--- config.mk ---
export PLATFORM = sky130hd
export DESIGN_NAME = tl_line_master
export DESIGN_NICKNAME = d
export VERILOG_FILES = /design/src/rtl/tl_line_master.sv
export SDC_FILE = /design/constraint.sdc
export NUM_CORES = 2
export LEC_CHECK = 0
export CORE_AREA = 2 2 514 516
export DETAILED_ROUTE_END_ITERATION = 6
export DIE_AREA = 0 0 516 518
export PLACE_DENSITY = 0.36
export SLEW_MARGIN = 20
export SYNTH_ARGS = -nofsm -noshare
export SYNTH_HDL_FRONTEND = slang
export SYNTH_SLANG_ARGS = --single-unit
--- constraint.sdc ---
create_clock -name clk -period 2.7 [get_ports clk]
set_input_delay 0.54 -clock clk [delete_from_list [all_inputs] [get_ports clk]]
set_output_delay 0.54 -clock clk [all_outputs]
set_load 0.03 [all_outputs]
--- src/rtl/tl_line_master.sv ---
// TL-UH line master: one Get (8 AccessAckData beats) or one 8-beat PutFullData burst
// per command, a single transaction outstanding, completion held until consumed.
module tl_line_master #(
    parameter int unsigned DATA_W    = 64,
    parameter int unsigned ADDR_W    = 64,
    parameter int unsigned BEATS     = 8,
    parameter logic [3:0]  SOURCE_ID = 4'd0,
    parameter int unsigned TIMEOUT   = 1024
) (
    input  logic                    clk,
    input  logic                    rst,
    input  logic                    req_valid,
    output logic                    req_ready,
    input  logic                    req_write,
    input  logic [ADDR_W-1:0]       req_addr,
    input  logic [DATA_W*BEATS-1:0] req_wdata,
    output logic                    resp_valid,
    input  logic                    resp_ready,
    output logic                    resp_write,
    output logic [DATA_W*BEATS-1:0] resp_rdata,
    output logic                    resp_denied,
    output logic                    resp_error,
    output logic [2:0]              a_opcode,
    output logic [2:0]              a_param,
    output logic [2:0]              a_size,
    output logic [3:0]              a_source,
    output logic [ADDR_W-1:0]       a_address,
    output logic [7:0]              a_mask,
    output logic [DATA_W-1:0]       a_data,
    output logic                    a_valid,
    input  logic                    a_ready,
    input  logic [2:0]              d_opcode,
    input  logic [1:0]              d_param,
    input  logic [2:0]              d_size,
    input  logic [3:0]              d_source,
    input  logic [1:0]              d_sink,
    input  logic                    d_denied,
    input  logic [DATA_W-1:0]       d_data,
    input  logic                    d_corrupt,
    input  logic                    d_valid,
    output logic                    d_ready
);

    localparam int unsigned LINE_W = DATA_W * BEATS;
    localparam int unsigned OFF_W  = $clog2(LINE_W / 8);
    localparam int unsigned BW     = (BEATS > 1) ? $clog2(BEATS) : 1;
    localparam int unsigned TW     = (TIMEOUT > 1) ? $clog2(TIMEOUT) : 1;

    localparam logic [BW-1:0] LAST_BEAT = BW'(BEATS - 1);
    localparam logic [TW-1:0] TMO_LAST  = TW'(TIMEOUT - 1);

    localparam logic [2:0] OP_GET       = 3'd4;
    localparam logic [2:0] OP_PUT_FULL  = 3'd0;
    localparam logic [2:0] OP_ACK       = 3'd0;
    localparam logic [2:0] OP_ACK_DATA  = 3'd1;

    typedef enum logic [2:0] {
        S_IDLE,
        S_GET_REQ,
        S_GET_DATA,
        S_PUT_DATA,
        S_PUT_ACK,
        S_RESP
    } state_e;

    state_e              state_q, state_d;
    logic [ADDR_W-1:0]   addr_q;
    logic [LINE_W-1:0]   wdata_q;
    logic [LINE_W-1:0]   rdata_q;
    logic                write_q;
    logic                denied_q;
    logic                error_q;
    logic [BW-1:0]       beat_cnt_q;
    logic [TW-1:0]       tmo_cnt_q;

    logic                in_d_wait;
    logic                d_fire;
    logic                d_bad;
    logic                tmo_hit;
    logic [2:0]          exp_d_op;
    logic [DATA_W-1:0]   put_beat;

    assign in_d_wait = (state_q == S_GET_DATA) || (state_q == S_PUT_ACK);
    assign d_fire    = in_d_wait && d_valid;
    assign exp_d_op  = (state_q == S_GET_DATA) ? OP_ACK_DATA : OP_ACK;
    assign d_bad     = (d_opcode != exp_d_op) || (d_source != SOURCE_ID);
    // Timeout fires on the TIMEOUT-th consecutive D-wait cycle with no beat offered.
    assign tmo_hit   = (TIMEOUT != 0) && in_d_wait && !d_valid && (tmo_cnt_q == TMO_LAST);

    always_ff @(posedge clk) begin
        if (rst) begin
            state_q <= S_IDLE;
        end else begin
            state_q <= state_d;
        end
    end

    always_comb begin
        state_d = state_q;
        unique case (state_q)
            S_IDLE: begin
                if (req_valid) begin
                    state_d = req_write ? S_PUT_DATA : S_GET_REQ;
                end
            end
            S_GET_REQ: begin
                if (a_ready) begin
                    state_d = S_GET_DATA;
                end
            end
            S_GET_DATA: begin
                if ((d_fire && (beat_cnt_q == LAST_BEAT)) || tmo_hit) begin
                    state_d = S_RESP;
                end
            end
            S_PUT_DATA: begin
                if (a_ready && (beat_cnt_q == LAST_BEAT)) begin
                    state_d = S_PUT_ACK;
                end
            end
            S_PUT_ACK: begin
                if (d_fire || tmo_hit) begin
                    state_d = S_RESP;
                end
            end
            S_RESP: begin
                if (resp_ready) begin
                    state_d = S_IDLE;
                end
            end
            default: state_d = S_IDLE;
        endcase
    end

    always_comb begin
        put_beat = '0;
        for (int unsigned i = 0; i < BEATS; i++) begin
            if (beat_cnt_q == BW'(i)) begin
                put_beat = wdata_q[DATA_W*i +: DATA_W];
            end
        end
    end

    always_comb begin
        req_ready  = 1'b0;
        a_valid    = 1'b0;
        d_ready    = 1'b0;
        resp_valid = 1'b0;
        a_opcode   = OP_GET;
        a_data     = '0;
        unique case (state_q)
            S_IDLE:     req_ready = 1'b1;
            S_GET_REQ:  a_valid   = 1'b1;
            S_GET_DATA: d_ready   = 1'b1;
            S_PUT_DATA: begin
                a_valid  = 1'b1;
                a_opcode = OP_PUT_FULL;
                a_data   = put_beat;
            end
            S_PUT_ACK:  d_ready    = 1'b1;
            S_RESP:     resp_valid = 1'b1;
            default: ;
        endcase
    end

    always_ff @(posedge clk) begin
        if (rst) begin
            addr_q     <= '0;
            wdata_q    <= '0;
            rdata_q    <= '0;
            write_q    <= 1'b0;
            denied_q   <= 1'b0;
            error_q    <= 1'b0;
            beat_cnt_q <= '0;
            tmo_cnt_q  <= '0;
        end else begin
            unique case (state_q)
                S_IDLE: begin
                    if (req_valid) begin
                        addr_q     <= {req_addr[ADDR_W-1:OFF_W], OFF_W'(0)};
                        wdata_q    <= req_wdata;
                        write_q    <= req_write;
                        rdata_q    <= '0;
                        denied_q   <= 1'b0;
                        error_q    <= 1'b0;
                        beat_cnt_q <= '0;
                        tmo_cnt_q  <= '0;
                    end
                end
                S_GET_REQ: begin
                    beat_cnt_q <= '0;
                    tmo_cnt_q  <= '0;
                end
                S_PUT_DATA: begin
                    tmo_cnt_q <= '0;
                    if (a_ready) begin
                        beat_cnt_q <= (beat_cnt_q == LAST_BEAT) ? '0 : beat_cnt_q + 1'b1;
                    end
                end
                S_GET_DATA, S_PUT_ACK: begin
                    if (d_fire) begin
                        tmo_cnt_q  <= '0;
                        beat_cnt_q <= beat_cnt_q + 1'b1;
                        if (d_bad) begin
                            error_q <= 1'b1;
                        end
                        if (d_denied || d_corrupt) begin
                            denied_q <= 1'b1;
                        end
                        if (state_q == S_GET_DATA) begin
                            for (int unsigned i = 0; i < BEATS; i++) begin
                                if (beat_cnt_q == BW'(i)) begin
                                    rdata_q[DATA_W*i +: DATA_W] <= d_data;
                                end
                            end
                        end
                    end else begin
                        tmo_cnt_q <= tmo_cnt_q + 1'b1;
                        if (tmo_hit) begin
                            error_q <= 1'b1;
                        end
                    end
                end
                default: ;
            endcase
        end
    end

    assign a_param     = '0;
    assign a_size      = 3'(OFF_W);
    assign a_source    = SOURCE_ID;
    assign a_address   = addr_q;
    assign a_mask      = '1;
    assign resp_write  = write_q;
    assign resp_rdata  = rdata_q;
    assign resp_denied = denied_q;
    assign resp_error  = error_q;

    logic unused_inputs;
    assign unused_inputs = ^{d_param, d_size, d_sink, req_addr[OFF_W-1:0]};

endmodule

==> insert_results.sql <==
INSERT INTO impl_metrics (metric_group, metric, value, unit) VALUES
('run_status', 'outcome', 'finished, violations left', ''),
('run_status', 'violations_in_the_final_reports', 'negative setup slack', ''),
('timing', 'setup_repair_after_global_routing_missed_its_margin', 'yes', ''),
('timing', 'final-max-slew-violation-count', '0', ''),
('worst_setup_path', 'path_common_cell', 'buf_6', ''),
('global_route', 'grt_overflow_total', '0', ''),
('global_route', 'grt.total_usage', '20.14', '%'),
('timing', 'fmax', '288.9', 'MHz'),
('drt', 'postRouteWirelength', '284500', 'um'),
('synth', 'synthTopCellsByArea', 'dfxtp_1 (48%), a21oi_1 (14%), nand2_1 (14%)', ''),
('synth', 'synth_edf_count', '0', ''),
('clock_network', 'clock-root-buffer', 'clkbuf_16', ''),
('worst_setup_path', 'worst-path-max-fanout', '6', ''),
('pwr', 'p_leak', '25.11', 'nW'),
('floorplanning', 'io_pins', '1331', ''),
('place', 'number_of_instances_in_the_placed_design', '10830', ''),
('synth', 'netlist_top_cells_count', 'nand2_1 (1,668), a21oi_1 (1,278), dfxtp_1 (1,101)', ''),
('clock_network', 'cts_htree_levels', '4', ''),
('clock_network', 'cts_max_path_bufs', '3', ''),
('timing', 'report.final.hold_viol_count', '0', ''),
('global_route', 'grt_pass1_wl', '385900', 'um'),
('worst_setup_path', 'crit-reg2reg-launch', 'beat_cnt_q[2]$_SDFFE_PP0P_', ''),
('synth', 'yosys_register_bits', '1101', ''),
('clock_network', 'path_clk_slew', '0.06', 'ns'),
('worst_setup_path', 'worst-r2r-cell-count', '8', ''),
('timing', 'period_minus_slack', '3.462', 'ns'),
('timing', 'finalSetupTns', '-42.63', 'ns'),
('timing', 'fin_worst_hold_slack', '0.1449', 'ns'),
('timing', 'worst_pin_slew', '0.7671', 'ns'),
('clock_network', 'cts_made_buffers', '145', ''),
('synth', 'compound_gate_fraction_of_synth_area', '19.48', '%'),
('worst_setup_path', 'r2r_setup_slack', '0.35', 'ns'),
('clock_network', 'clock_tree_from_tritoncts', 'yes', ''),
('floorplanning', 'die_width', '516', 'um'),
('layout', 'drive_gt1_share', '13.45', '%'),
('worst_setup_path', 'worst-endpoint-arrival', '2.92', 'ns'),
('worst_setup_path', 'cp_cell_sequence', 'inv_4 -> ha_4 -> buf_6 -> nor3b_4 -> buf_6 -> buf_12 -> buf_12 -> buf_6 -> a31oi_2 -> o211a_1 -> nor3_2 -> buf_4', ''),
('timing', 'minimum_setup_slack_in_the_final_design', '-0.7620', 'ns'),
('worst_setup_path', 'critical_path.endpoint_type', 'output pin', ''),
('synth', 'synth.most_common_cell', 'nand2_1', ''),
('timing', 'timing.final.setup_violations', '64', ''),
('pwr', 'post-layout-total-power', '71.76', 'mW'),
('synth', 'post_synth_num_cell_types', '52', ''),
('synth', 'postSynthCellCount', '6150', ''),
('synth', 'syn_area', '45730', 'um^2'),
('floorplanning', 'fp.coreArea', '261600', 'um^2'),
('global_route', 'grt_start_max_net_pins', '109', ''),
('place', 'gpl.final_weighted_congestion', '0.8552', ''),
('synth', 'syn-mean-instance-area', '7.435', 'um^2'),
('synth', 'synth_top_family_by_area', 'simple AND/OR/NAND/NOR gates', ''),
('worst_setup_path', 'startpoint_type', 'flop', ''),
('worst_setup_path', 'critPathSlowestCell', 'dfxtp_4', ''),
('layout', 'final_cell_count_no_fill', '11190', ''),
('floorplanning', 'initial_standard_cell_utilization_of_the_core', '17.48', '%'),
('synth', 'yosysWarnings', '0', ''),
('synth', 'synth_area_leader_cell', 'dfxtp_1', ''),
('drt', 'vias_per_cell', '4.432', ''),
('timing', 'worst_slew_margin_rel', '48.75', '%'),
('min_path', 'hold_class', 'in2reg', ''),
('timing', 'period_utilization_post_route', '128.2', '%'),
('layout', 'syn_to_final_growth', '60.00', '%'),
('synth', 'synth_largest_type_area_fraction', '48.20', '%'),
('floorplanning', 'design.die.area', '267300', 'um^2'),
('synth', 'async_reset_ff_share', '0', '%'),
('layout', 'nNetsFinal', '8205', ''),
('worst_setup_path', 'worst_setup_path_endpoint', 'a_data[35]', ''),
('synth', 'synth.mux.area_fraction', '0.08756', '%'),
('drt', 'drtAntennaViolNets', '0', ''),
('drt', 'post-route-drc-count', '0', ''),
('global_route', 'grt_antenna_before_repair', '61', ''),
('pwr', 'power_density_over_the_cells', '980.8', 'nW/um^2');
## worst min path at each step
stage / from / end / cells after the start
floorplan: wdata_q[384]$_SDFFE_PP0P_ / wdata_q[384]$_SDFFE_PP0P_ / 2
global placement: wdata_q[437]$_SDFFE_PP0P_ / wdata_q[437]$_SDFFE_PP0P_ / 2
detailed placement: wdata_q[406]$_SDFFE_PP0P_ / wdata_q[406]$_SDFFE_PP0P_ / 2
CTS: rst / a_address[18]$_SDFFE_PP0P_ / 2
global route: rst / a_address[7]$_SDFFE_PP0P_ / 2
finish: rst / a_address[18]$_SDFFE_PP0P_ / 2
## per-stage QoR
| stage | area, um^2 | util, % |
|---|---|---|
| final | 73160 | 27.97 |
| after global routing | 73120 | 27.95 |
| after CTS | 72160 | 27.59 |
| after detailed placement | 65940 | 25.21 |
| after global placement | 65940 | 25.21 |
| after floorplan | 46140 | - |
## routing by layer
layer	GRT usage (%)	vias to the layer above	share of wire, %
met2	33.39	1751	47
met3	7.205	339	9.2
met5	0	-	0.092
li1	-	23360	-
met1	24.39	24100	41
met4	5.513	46	2.7
## logic make-up (layout without fill, tap and decap cells)
kind of cell,count (synthesis),after routing
other,2,52
DFF,1101,1101
muxes,4,4
adders and majority gates,8,8
buffers and inverters,654,2129
xor gates and xnor gates,11,11
and+or+nand+nor,2735,2735
AOI/OAI and AO/OA,1635,1635
## where the power goes
part / switching [mW] / internal [mW]
registers: 1.76 / 18.9
clock network: 8.51 / 11.5
logic: 20.0 / 11.1
## sequential cells by signal, indices dropped and copies added (netlist names)
register and cells:
state_q 3, tmo_cnt_q 10, resp_write 1, resp_rdata 512, resp_denied 1, beat_cnt_q 3
resp_error 1, a_address 58, wdata_q 512
## area by class of cell
class / instances / area [um^2] / share of cell area [%]
Inverter: 75 / 304.0 / 0.4156
Antenna cell: 26 / 65.06 / 0.08893
Sequential cell: 1101 / 22050 / 30.14
Multi-Input combinational cell: 4419 / 22090 / 30.20
Timing Repair Buffer: 1791 / 19360 / 26.47
Clock inverter: 50 / 654.4 / 0.8944
Timing Repair inverter: 1 / 8.758 / 0.01197
Clock buffer: 212 / 4222 / 5.770
Tap cell: 3515 / 4398 / 6.011
## worst max-delay path: cells and delay by family (launching register included)
kind | cells | cell delay (ns)
buffers and inverters | 7 | 0.90
and+or+nand+nor | 2 | 0.41
DFF | 1 | 0.39
AOI/OAI and AO/OA | 2 | 0.25
adders and majority gates | 1 | 0.16
## what timing repair did
| action | in CTS | in global routing |
|---|---|---|
| buffers inserted | 28 | 24 |
| hold buffers | 0 | 0 |
| pin swaps | 89 | 44 |
| setup endpoints to repair | 73 | 64 |
| gates resized for setup | 249 | 119 |
| gates cloned | 15 | 14 |
## placed cells by master, fill, tap and decap left out, types with 5 or more instances in the layout
cell type,n
nand2_1,1650
a21oi_1,1237
clkdlybuf4s50_1,1213
dfxtp_1,1097
nand3_1,517
buf_4,331
nor2_1,269
buf_12,166
clkbuf_16,159
nand2b_1,127
inv_1,70
nor2b_1,65
o211a_1,61
a31oi_1,60
o21ai_0,54
a22oi_1,45
o21ai_1,44
a21oi_2,37
clkbuf_1,34
nor3_2,33
o21ai_2,32
nor3_4,32
clkbuf_8,32
buf_6,32
diode_2,26
conb_1,26
clkinv_2,23
a22oi_2,19
buf_16,16
nand2_2,11
a21oi_4,11
buf_8,11
xor2_1,7
nand2_4,6
ha_4,6
clkinv_16,6
bufinv_16,6
a21o_4,5
inv_6,5
(Power assumes the default switching activity.)
